<file path="config.mk">
export PLATFORM = sky130hd
export DESIGN_NAME = fft_arb
export DESIGN_NICKNAME = d
export VERILOG_FILES = /design/src/rtl/fft_arb_pkg.sv /design/src/rtl/fft_arb_rr_arb2.sv /design/src/rtl/fft_arb.sv
export SDC_FILE = /design/constraint.sdc
export NUM_CORES = 1
export LEC_CHECK = 0
export ABC_AREA = 0
export CAP_MARGIN = 25
export CORE_MARGIN = 2
export CORE_UTILIZATION = 40
export CTS_CLUSTER_DIAMETER = 150
export CTS_CLUSTER_SIZE = 25
export DETAILED_ROUTE_END_ITERATION = 10
export HOLD_SLACK_MARGIN = 0.1
export PLACE_DENSITY = 0.74
export SLEW_MARGIN = 20
export SYNTH_ARGS = -nofsm -noshare
export SYNTH_HDL_FRONTEND = slang
export SYNTH_SLANG_ARGS = --single-unit
</file>
<file path="constraint.sdc">
create_clock -name iclk -period 1.8 [get_ports iclk]
set_clock_uncertainty 0.05 [all_clocks]
set_input_delay 0.36 -clock iclk [delete_from_list [all_inputs] [get_ports iclk]]
set_output_delay 0.36 -clock iclk [all_outputs]
set_load 0.005 [all_outputs]
</file>
<file path="src/rtl/fft_arb_pkg.sv">
// fft_arb_pkg
// Shared definitions for the FFT frame arbiter. This is the fft_inc
// definition set: default core geometry (stage count, sample widths),
// the arbiter FSM encoding, and the default WAIT-state watchdog limit.
package fft_arb_pkg;

  // Default FFT core geometry.
  localparam int TOTAL_STAGE = 8;
  localparam int REAL_WIDTH  = 16;
  localparam int IMGN_WIDTH  = 16;

  // The watchdog allows this many frame lengths in WAIT before giving up.
  localparam int TIMEOUT_FRAMES = 4;

  typedef enum logic [1:0] {
    ST_IDLE  = 2'd0,
    ST_LOAD  = 2'd1,
    ST_WAIT  = 2'd2,
    ST_DRAIN = 2'd3
  } arb_state_e;

  // Default watchdog limit in cycles for a core of 2^stage points.
  function automatic int fft_timeout(input int stage);
    return TIMEOUT_FRAMES * (1 << stage);
  endfunction

endpackage

</file>
<file path="src/rtl/fft_arb_rr_arb2.sv">
// rr_arb2
// Two-way round-robin arbiter. When both channels request, the channel
// that was not granted last wins; a single requester always wins. The
// last-grant register only moves when the parent accepts the grant.
// Ports:
//   iclk, rst_n : clock, asynchronous active-low reset
//   req         : per-channel request
//   update      : parent is taking the current grant this cycle
//   grant       : combinational one-hot grant (zero when no request)
module rr_arb2 (
  input  logic       iclk,
  input  logic       rst_n,
  input  logic [1:0] req,
  input  logic       update,
  output logic [1:0] grant
);

  // Index of the last granted channel. Resets to 1 so channel 0 wins first.
  logic last_q, last_d;

  always_comb begin
    grant = 2'b00;
    if (req == 2'b11) begin
      grant = last_q ? 2'b01 : 2'b10;
    end else begin
      grant = req;
    end
    last_d = last_q;
    if (update && (|req)) begin
      last_d = grant[1];
    end
  end

  always_ff @(posedge iclk or negedge rst_n) begin
    if (!rst_n) begin
      last_q <= 1'b1;
    end else begin
      last_q <= last_d;
    end
  end

endmodule

</file>
<file path="src/rtl/fft_arb.sv">
// fft_arb
// Shares one FFT core between two sample channels, one frame at a time.
// A granted channel streams N = 2^STAGE samples into the core load port;
// the block then waits for the core to produce results, forwards N result
// beats tagged with the channel id, pulses done for that channel and
// returns to arbitration. A watchdog aborts a frame whose results never
// arrive and raises a sticky err flag, cleared by the next grant.
// Ports:
//   iclk, rst_n                          : clock, async active-low reset
//   req[1:0], gnt[1:0]                   : frame request / one-hot grant
//   s_real, s_imag, s_valid, s_ready     : per-channel sample streams
//   fft_iaddr, fft_iReal, fft_iImag,
//   fft_ien                              : core load side
//   fft_oReal, fft_oImag, fft_oaddr,
//   fft_oen                              : core result side
//   r_real, r_imag, r_addr, r_valid, r_id: tagged result stream
//   done[1:0]                            : one-cycle end-of-frame pulse
//   err                                  : sticky watchdog timeout flag
//
// state    | meaning
// ST_IDLE  | no frame in the core; arbitrate pending requests
// ST_LOAD  | granted channel streams N samples into the core
// ST_WAIT  | load finished; watchdog runs until the first result beat
// ST_DRAIN | forward result beats until N have been sent
module fft_arb
  import fft_arb_pkg::*;
#(
  parameter int STAGE   = TOTAL_STAGE,
  parameter int RW      = REAL_WIDTH,
  parameter int IW      = IMGN_WIDTH,
  parameter int TIMEOUT = fft_timeout(STAGE)
) (
  input  logic                iclk,
  input  logic                rst_n,
  input  logic [1:0]          req,
  output logic [1:0]          gnt,
  input  logic [1:0][RW-1:0]  s_real,
  input  logic [1:0][IW-1:0]  s_imag,
  input  logic [1:0]          s_valid,
  output logic [1:0]          s_ready,
  output logic [STAGE-1:0]    fft_iaddr,
  output logic [RW-1:0]       fft_iReal,
  output logic [IW-1:0]       fft_iImag,
  output logic                fft_ien,
  input  logic [RW-1:0]       fft_oReal,
  input  logic [IW-1:0]       fft_oImag,
  input  logic [STAGE-1:0]    fft_oaddr,
  input  logic                fft_oen,
  output logic [RW-1:0]       r_real,
  output logic [IW-1:0]       r_imag,
  output logic [STAGE-1:0]    r_addr,
  output logic                r_valid,
  output logic                r_id,
  output logic [1:0]          done,
  output logic                err
);

  localparam int N   = 1 << STAGE;
  localparam int CW  = STAGE + 1;
  localparam int WDW = $clog2(TIMEOUT + 1);
  localparam logic [CW-1:0]  CNT_LAST = CW'(N - 1);
  localparam logic [WDW-1:0] WD_LAST  = WDW'(TIMEOUT - 1);

  arb_state_e state_q, state_d;

  logic [1:0]       gnt_q, gnt_d;
  logic [1:0]       s_ready_q, s_ready_d;
  logic [CW-1:0]    ld_cnt_q, ld_cnt_d;
  logic [CW-1:0]    rd_cnt_q, rd_cnt_d;
  logic [WDW-1:0]   wd_cnt_q, wd_cnt_d;

  logic [STAGE-1:0] fft_iaddr_q, fft_iaddr_d;
  logic [RW-1:0]    fft_ireal_q, fft_ireal_d;
  logic [IW-1:0]    fft_iimag_q, fft_iimag_d;
  logic             fft_ien_q, fft_ien_d;

  logic [RW-1:0]    r_real_q, r_real_d;
  logic [IW-1:0]    r_imag_q, r_imag_d;
  logic [STAGE-1:0] r_addr_q, r_addr_d;
  logic             r_valid_q, r_valid_d;
  logic             r_id_q, r_id_d;

  logic [1:0]       done_q, done_d;
  logic             err_q, err_d;

  logic [1:0]       arb_grant;
  logic             arb_update;
  logic             ch;
  logic             xfer;

  rr_arb2 u_rr_arb2 (
    .iclk   (iclk),
    .rst_n  (rst_n),
    .req    (req),
    .update (arb_update),
    .grant  (arb_grant)
  );

  // gnt_q is one-hot while a frame is active, so bit 1 is the channel index.
  assign ch   = gnt_q[1];
  assign xfer = (state_q == ST_LOAD) && s_valid[ch] && s_ready_q[ch];

  always_comb begin
    state_d     = state_q;
    gnt_d       = gnt_q;
    ld_cnt_d    = ld_cnt_q;
    rd_cnt_d    = rd_cnt_q;
    wd_cnt_d    = wd_cnt_q;
    fft_iaddr_d = fft_iaddr_q;
    fft_ireal_d = fft_ireal_q;
    fft_iimag_d = fft_iimag_q;
    fft_ien_d   = 1'b0;
    r_real_d    = r_real_q;
    r_imag_d    = r_imag_q;
    r_addr_d    = r_addr_q;
    r_id_d      = r_id_q;
    r_valid_d   = 1'b0;
    done_d      = 2'b00;
    err_d       = err_q;
    arb_update  = 1'b0;

    case (state_q)
      ST_IDLE: begin
        if (|req) begin
          arb_update = 1'b1;
          gnt_d      = arb_grant;
          err_d      = 1'b0;
          ld_cnt_d   = '0;
          state_d    = ST_LOAD;
        end
      end

      ST_LOAD: begin
        if (xfer) begin
          fft_ien_d   = 1'b1;
          fft_iaddr_d = ld_cnt_q[STAGE-1:0];
          fft_ireal_d = s_real[ch];
          fft_iimag_d = s_imag[ch];
          ld_cnt_d    = ld_cnt_q + CW'(1);
          if (ld_cnt_q == CNT_LAST) begin
            wd_cnt_d = '0;
            state_d  = ST_WAIT;
          end
        end
      end

      ST_WAIT: begin
        if (fft_oen) begin
          // The first result beat is forwarded immediately as result 0.
          r_real_d  = fft_oReal;
          r_imag_d  = fft_oImag;
          r_addr_d  = fft_oaddr;
          r_id_d    = ch;
          r_valid_d = 1'b1;
          rd_cnt_d  = CW'(1);
          state_d   = ST_DRAIN;
        end else if (wd_cnt_q == WD_LAST) begin
          err_d   = 1'b1;
          gnt_d   = 2'b00;
          state_d = ST_IDLE;
        end else begin
          wd_cnt_d = wd_cnt_q + WDW'(1);
        end
      end

      ST_DRAIN: begin
        if (fft_oen) begin
          r_real_d  = fft_oReal;
          r_imag_d  = fft_oImag;
          r_addr_d  = fft_oaddr;
          r_id_d    = ch;
          r_valid_d = 1'b1;
          rd_cnt_d  = rd_cnt_q + CW'(1);
          if (rd_cnt_q == CNT_LAST) begin
            done_d  = gnt_q;
            gnt_d   = 2'b00;
            state_d = ST_IDLE;
          end
        end
      end

      default: begin
        state_d = ST_IDLE;
        gnt_d   = 2'b00;
      end
    endcase

    // Registered ready follows the next state so it drops on the LOAD exit edge.
    s_ready_d = (state_d == ST_LOAD) ? gnt_d : 2'b00;
  end

  always_ff @(posedge iclk or negedge rst_n) begin
    if (!rst_n) begin
      state_q     <= ST_IDLE;
      gnt_q       <= 2'b00;
      s_ready_q   <= 2'b00;
      ld_cnt_q    <= '0;
      rd_cnt_q    <= '0;
      wd_cnt_q    <= '0;
      fft_iaddr_q <= '0;
      fft_ireal_q <= '0;
      fft_iimag_q <= '0;
      fft_ien_q   <= 1'b0;
      r_real_q    <= '0;
      r_imag_q    <= '0;
      r_addr_q    <= '0;
      r_valid_q   <= 1'b0;
      r_id_q      <= 1'b0;
      done_q      <= 2'b00;
      err_q       <= 1'b0;
    end else begin
      state_q     <= state_d;
      gnt_q       <= gnt_d;
      s_ready_q   <= s_ready_d;
      ld_cnt_q    <= ld_cnt_d;
      rd_cnt_q    <= rd_cnt_d;
      wd_cnt_q    <= wd_cnt_d;
      fft_iaddr_q <= fft_iaddr_d;
      fft_ireal_q <= fft_ireal_d;
      fft_iimag_q <= fft_iimag_d;
      fft_ien_q   <= fft_ien_d;
      r_real_q    <= r_real_d;
      r_imag_q    <= r_imag_d;
      r_addr_q    <= r_addr_d;
      r_valid_q   <= r_valid_d;
      r_id_q      <= r_id_d;
      done_q      <= done_d;
      err_q       <= err_d;
    end
  end

  assign gnt       = gnt_q;
  assign s_ready   = s_ready_q;
  assign fft_iaddr = fft_iaddr_q;
  assign fft_iReal = fft_ireal_q;
  assign fft_iImag = fft_iimag_q;
  assign fft_ien   = fft_ien_q;
  assign r_real    = r_real_q;
  assign r_imag    = r_imag_q;
  assign r_addr    = r_addr_q;
  assign r_valid   = r_valid_q;
  assign r_id      = r_id_q;
  assign done      = done_q;
  assign err       = err_q;

endmodule

</file>
Yosys cells after proc, flatten, opt, wreduce, memory -nomap -nowiden
Index checks and enable logic that the tools add are counted.

Register bits: 122. Latch bits: 0. Memory bits (writable): 0. Memory bits (read-only): 0. Input bits: 111. Output and inout bits: 90. Word-level logic and storage cells: 103. Memories: 0.

Add/subtract/negate cells: 3. Multipliers: 0. Divide/modulo/power cells: 0. $lt $le $gt $ge: 1. Equality and inequality tests: 16. Shifts and indexed selects: 0. Multiplexer cells: 49. Bitwise gates (word level): 0. Reductions and logical operators: 16.

Operator list (count): 16-bit two-way mux (4); 11-bit two-way mux (4); 2-bit two-way mux (18); 9-bit two-way mux (4); 9-bit one-hot mux with 2 select lines (2); 11-bit one-hot mux with 2 select lines (1); 9-bit by 1-bit adder with 9-bit output, second input constant (2); 9-bit by 8-bit == test with 1-bit output, second input constant (2); 2-bit != test, second input constant (7); 1-bit two-way mux (13); 11-bit by 1-bit adder with 11-bit output, second input constant (1); 11-bit by 10-bit == test with 1-bit output, second input constant (1); 2-bit one-hot mux with 4 select lines (1); 2-bit nonzero test (4); 2-bit == test, second input constant (3); 2-bit one-hot mux with 3 select lines (1); 3-bit AND reduction (2); 5-bit AND reduction (1); 2-bit by 1-bit == test with 1-bit output, second input constant (2); 2-bit AND reduction (2); 4-bit AND reduction (1); 2-bit OR reduction (2); 1-bit logical AND (3); 2-bit zero test (1); 3 further kinds (3).

Depth between registers and ports, before layout
Word-level depth: 8. Gate-level depth with buffers: 8. Mapped depth without buffers: 8.

By module
A second synthesis with hierarchy kept.

Cells, all modules: 538. Area total of the unflattened synthesis: 5346.4 um2.

By module, submodules not included: fft_arb (instances 1, cells each 532, area each 5290.1 um2, seq. area each 3027.9 um2); rr_arb2 (instances 1, cells each 6, area each 56.3 um2, seq. area each 26.3 um2).

Worst setup path before layout
OpenSTA, ideal clock, no wires.

Path kind: reg2reg. Start: reg gnt_q[1], in the netlist gnt[1]. End: reg fft_iaddr_q[2], in the netlist fft_iaddr[2]. Setup time: 125 ps. Arrival time: 1742 ps. Required time: 1625 ps. Setup slack: -117 ps. Cell stages (with the launch flop): 5. Buffers on the path: 1. Period minus slack after synthesis: 1917 ps. Cells stage by stage: dfrtp_1 -> nand3b_1 -> a21oi_1 -> clkbuf_1 -> mux2_2.

Cells in the longest elaborated chain, start to end: 5. Elaborated cells between the ends (all ways): 7. Classes of those cells: 4 x mux; 3 x reduce/logical.

RTL lines: start: declaration (RTL line fft_arb.sv:66) `logic [1:0] gnt_q, gnt_d;`; start signal: assignment (RTL line fft_arb.sv:213) `gnt_q <= gnt_d;`; 1-bit two-way mux (not written as such) (2 in series) (RTL line fft_arb.sv:101) `assign xfer = (state_q == ST_LOAD) && s_valid[ch] && s_ready_q[ch];`; 1-bit logical AND (RTL line fft_arb.sv:101); 1-bit logical AND (*) (RTL line fft_arb.sv:101); 2-bit AND reduction (no line) (*); end signal: assignment (RTL line fft_arb.sv:218) `fft_iaddr_q <= fft_iaddr_d;`; end: declaration (RTL line fft_arb.sv:72) `logic [STAGE-1:0] fft_iaddr_q, fft_iaddr_d;`.

Every way passes the cells marked *; elsewhere a longest branch is shown, timed or not. The select of a mux whose other input is x is not followed. A chain may end at the register's enable or synchronous reset.

Worst setup path after layout
Start: reg state_q[0]. End: reg wd_cnt_q[9].

Cells in the longest elaborated chain, start to end: 5. Elaborated cells between the ends (all ways): 11. Classes of those cells: 6 x eq/ne; 1 x mux; 4 x reduce/logical.

RTL lines: start: declaration (RTL line fft_arb.sv:64) `arb_state_e state_q, state_d;`; start signal: assignment (RTL line fft_arb.sv:212) `state_q <= state_d;`; 2-bit by 1-bit == test with 1-bit output (RTL line fft_arb.sv:101, fft_arb.sv:122); 1-bit logical AND (2 in series) (RTL line fft_arb.sv:101); 2-bit != test (no line); 5-bit AND reduction (no line); end signal: assignment (RTL line fft_arb.sv:217) `wd_cnt_q <= wd_cnt_d;`; end: declaration (RTL line fft_arb.sv:70) `logic [WDW-1:0] wd_cnt_q, wd_cnt_d;`.

Several ways; a longest one is shown, not always the timed one.

==> impl_metrics.toml <==
[logic_synthesis]
synth_edf_count = 0
synth_area_um2 = 5320
synth.top_cells.by_count = "nand2_1, dfrtp_1, nor2_1"
ys_types = 41
ys_warn_count = 0
avgSynthCellArea_um2 = 9.75
synthTopCellsByArea = "dfrtp_1, nand2_1, mux2i_1, a21oi_1, nor2_1"
ys.flop_type = "dfrtp_1"
synth_top_area_share_pct = 56.9
synth_fp_nets = 662
synthArstFlopShare_pct = 100
ys_seq_area_share_pct = 57.4
synth-seq-cells = 122
syn_inst = 546
synthMostInstantiatedCell = "nand2_1"
synth_top_cell_by_area = "dfrtp_1"

[timing]
rsz0062_at_grt = "true"
hold_viol = 0
worst_slew_pin_slew_ps = 603
maxSlewHeadroom_pct = 59.8
timing.fmax_mhz = 543
min_period_ps = 1840
tns_ps = -41.9
setup_ws_ps = -41.9
setup_viol = 1
slew_viol_final = 0
fin_crit_sh_pct = 102

[critical_path]
crit_arrival_ps = 2140
required_ps = 2100
cp-start-kind = "register"
crit_type = "reg2reg"
crit_fanout = 2
endpoint_kind = "register"
slowest_delay_ps = 480
cp_cell_sequence = "or3b_4 -> or4_4 -> or4_1 -> nand2_1"
worst_path_max_delay_cell = "or4_1"

[cts]
h-tree-depth = 4
cts_sinks = 122
path_clk_slew_ps = 50
insertion_delay_ps = 410
clockRootBuffer = "clkbuf_16"
cts_inserted_buffers = 17
cts_buffer_depth = 2
cts_tree = "yes"

[floorplanning]
boundaryPins = 201
die_h_um = 119
die_area_um2 = 14200
initial_core_util_pct = 40.5
core_area_um2 = 13100
fp-row-count = 42
dieWidth_um = 119

[finish]
area_growth_pct = 60.9
drive_gt1_share_pct = 14.7
fillCellCount = 1033
n_antenna_cell = 0
multi_input_area_um2 = 2230
fin_nets = 908
seq_area_um2 = 3060

[grt]
grt_pass1_vias = 4820
grt.total_usage_pct = 20.6
grt_pass1_wl_um = 23300
antenna_found_initial = 0
grt-ovfl-total = 0
grt_max_degree = 73

[detailed_routing]
top_layer_used = "met4"
initialDrtViolationCount = 143
first_pass_iters = 4
drc = 0
dr_wl_met3_um = 858
ant_nets = 0
wl_met2_um = 7020
viasPerCell = 4.89
routed_wl_um = 14500
vias = 4783
wirelength_met1_um = 6260
wl_per_cell_um = 14.8

[status]
violations = "negative setup slack"
status = "finished with violations"

[placement]
port_buffers = 200
dp_hpwl_um = 10300
place.gp.congestion = 0.806

[power_and_ir_drop]
peakVddDrop_v = 0.000623
power_mw = 8.20
pwr_density_cell_nw_per_um2 = 957
p_leak_nw = 3.95

[hold_path]
hold_path_class = "in2async"

[flow_run]
max_cap_violations = 0
-- final timing paths --
check                      slack [ps]  depth (start not counted)       start            to
max reg2reg                       -40                          4  state_q[0]   wd_cnt_q[9]
max in group asynchronous         680                          3       rst_n     r_real[7]
max                               -40                          4  state_q[0]   wd_cnt_q[9]
min reg2reg                       420                          2  r_real[10]    r_real[10]
min                               250                          2       rst_n  fft_iImag[7]
min in group iclk                 420                          2  r_real[10]    r_real[10]
-- state kept, by name, summed over array words and instances, names as in the netlist, 2 cells and up --
name and count:
done 2, r_imag 16, r_real 16, fft_iaddr 8, ld_cnt_q 9, rd_cnt_q 9, state_q 2, gnt 2
wd_cnt_q 11, r_addr 8, fft_iReal 16, s_ready 2, fft_iImag 16
-- placed cells by master, fill, tap and decap left out, drive strengths merged, types with 7 or more instances in the layout --
master         Yosys  layout
nand3             10      10
nor3               9       9
buf               11      53
inv                8       8
mux2i             39      39
o21ai             13      13
nand2            149     149
clkdlybuf4s50      0     197
mux2               8       8
nand4              7       7
a21oi             43      43
dfrtp            121     121
clkbuf            15      22
nor2              52      52
and3               8       8
-- layout make-up --
| cell class | instances | share of cell area [%] |
|---|---|---|
| clock buffer | 22 | 5.65 |
| clock inverter | 8 | 0.818 |
| inverter | 8 | 0.351 |
| multi-input combinational | 390 | 26.0 |
| sequential | 122 | 35.7 |
| tap | 176 | 2.57 |
| timing repair buffer | 253 | 28.9 |
-- critical path: cells and delay by family, from the launching register on --
family	cells	cell delay (ps)
AND/OR/NAND/NOR	4	1350
flip-flops	1	380
-- routing by layer --
layer	global-route usage (%)	up-vias
met4	8.09	0
li1	-	2338
met3	6.47	26
met1	26.0	2279
met5	0	-
met2	33.0	140
-- where the power goes --
| group | total (mW) | switching (mW) | internal, mW |
|---|---|---|---|
| clock network | 3.16 | 1.15 | 2.01 |
| logic | 1.77 | 0.674 | 1.09 |
| registers | 3.27 | 0.183 | 3.09 |
-- kinds of logic after synthesis --
| group | Yosys count | synth area share [%] |
|---|---|---|
| DFF | 122 | 57.4 |
| buffers and inverters | 34 | 2.56 |
| AOI/OAI and AO/OA | 77 | 8.39 |
| adders and majority gates | 5 | 1.18 |
| muxes | 47 | 9.02 |
| xor gates and xnor gates | 7 | 1.15 |
| and+or+nand+nor | 254 | 20.3 |
-- metrics by stage --
stage	worst slack, ps	hold WS, ps	instances	utilization [%]	area, um2
finish	-41.9	246	979	65.2	8570
global route	-78.0	235	979	65.2	8570
CTS	-71.4	232	974	64.5	8470
detailed placement	-527	124	943	60.0	7880
global placement	-497	123	943	60.0	7880
floorplan	-105	14.4	546	-	5330
-- repair_timing --
| action | 4_1_cts | 5_1_grt |
|---|---|---|
| hold buffers | 1 | 0 |
| pin swaps | 2 | 10 |
| gates resized for setup | 11 | 18 |
| hold endpoints to repair | 121 | 0 |
| setup endpoints to repair | 15 | 19 |
| setup buffers | 0 | 5 |
Power figures use the tool's default switching activity.
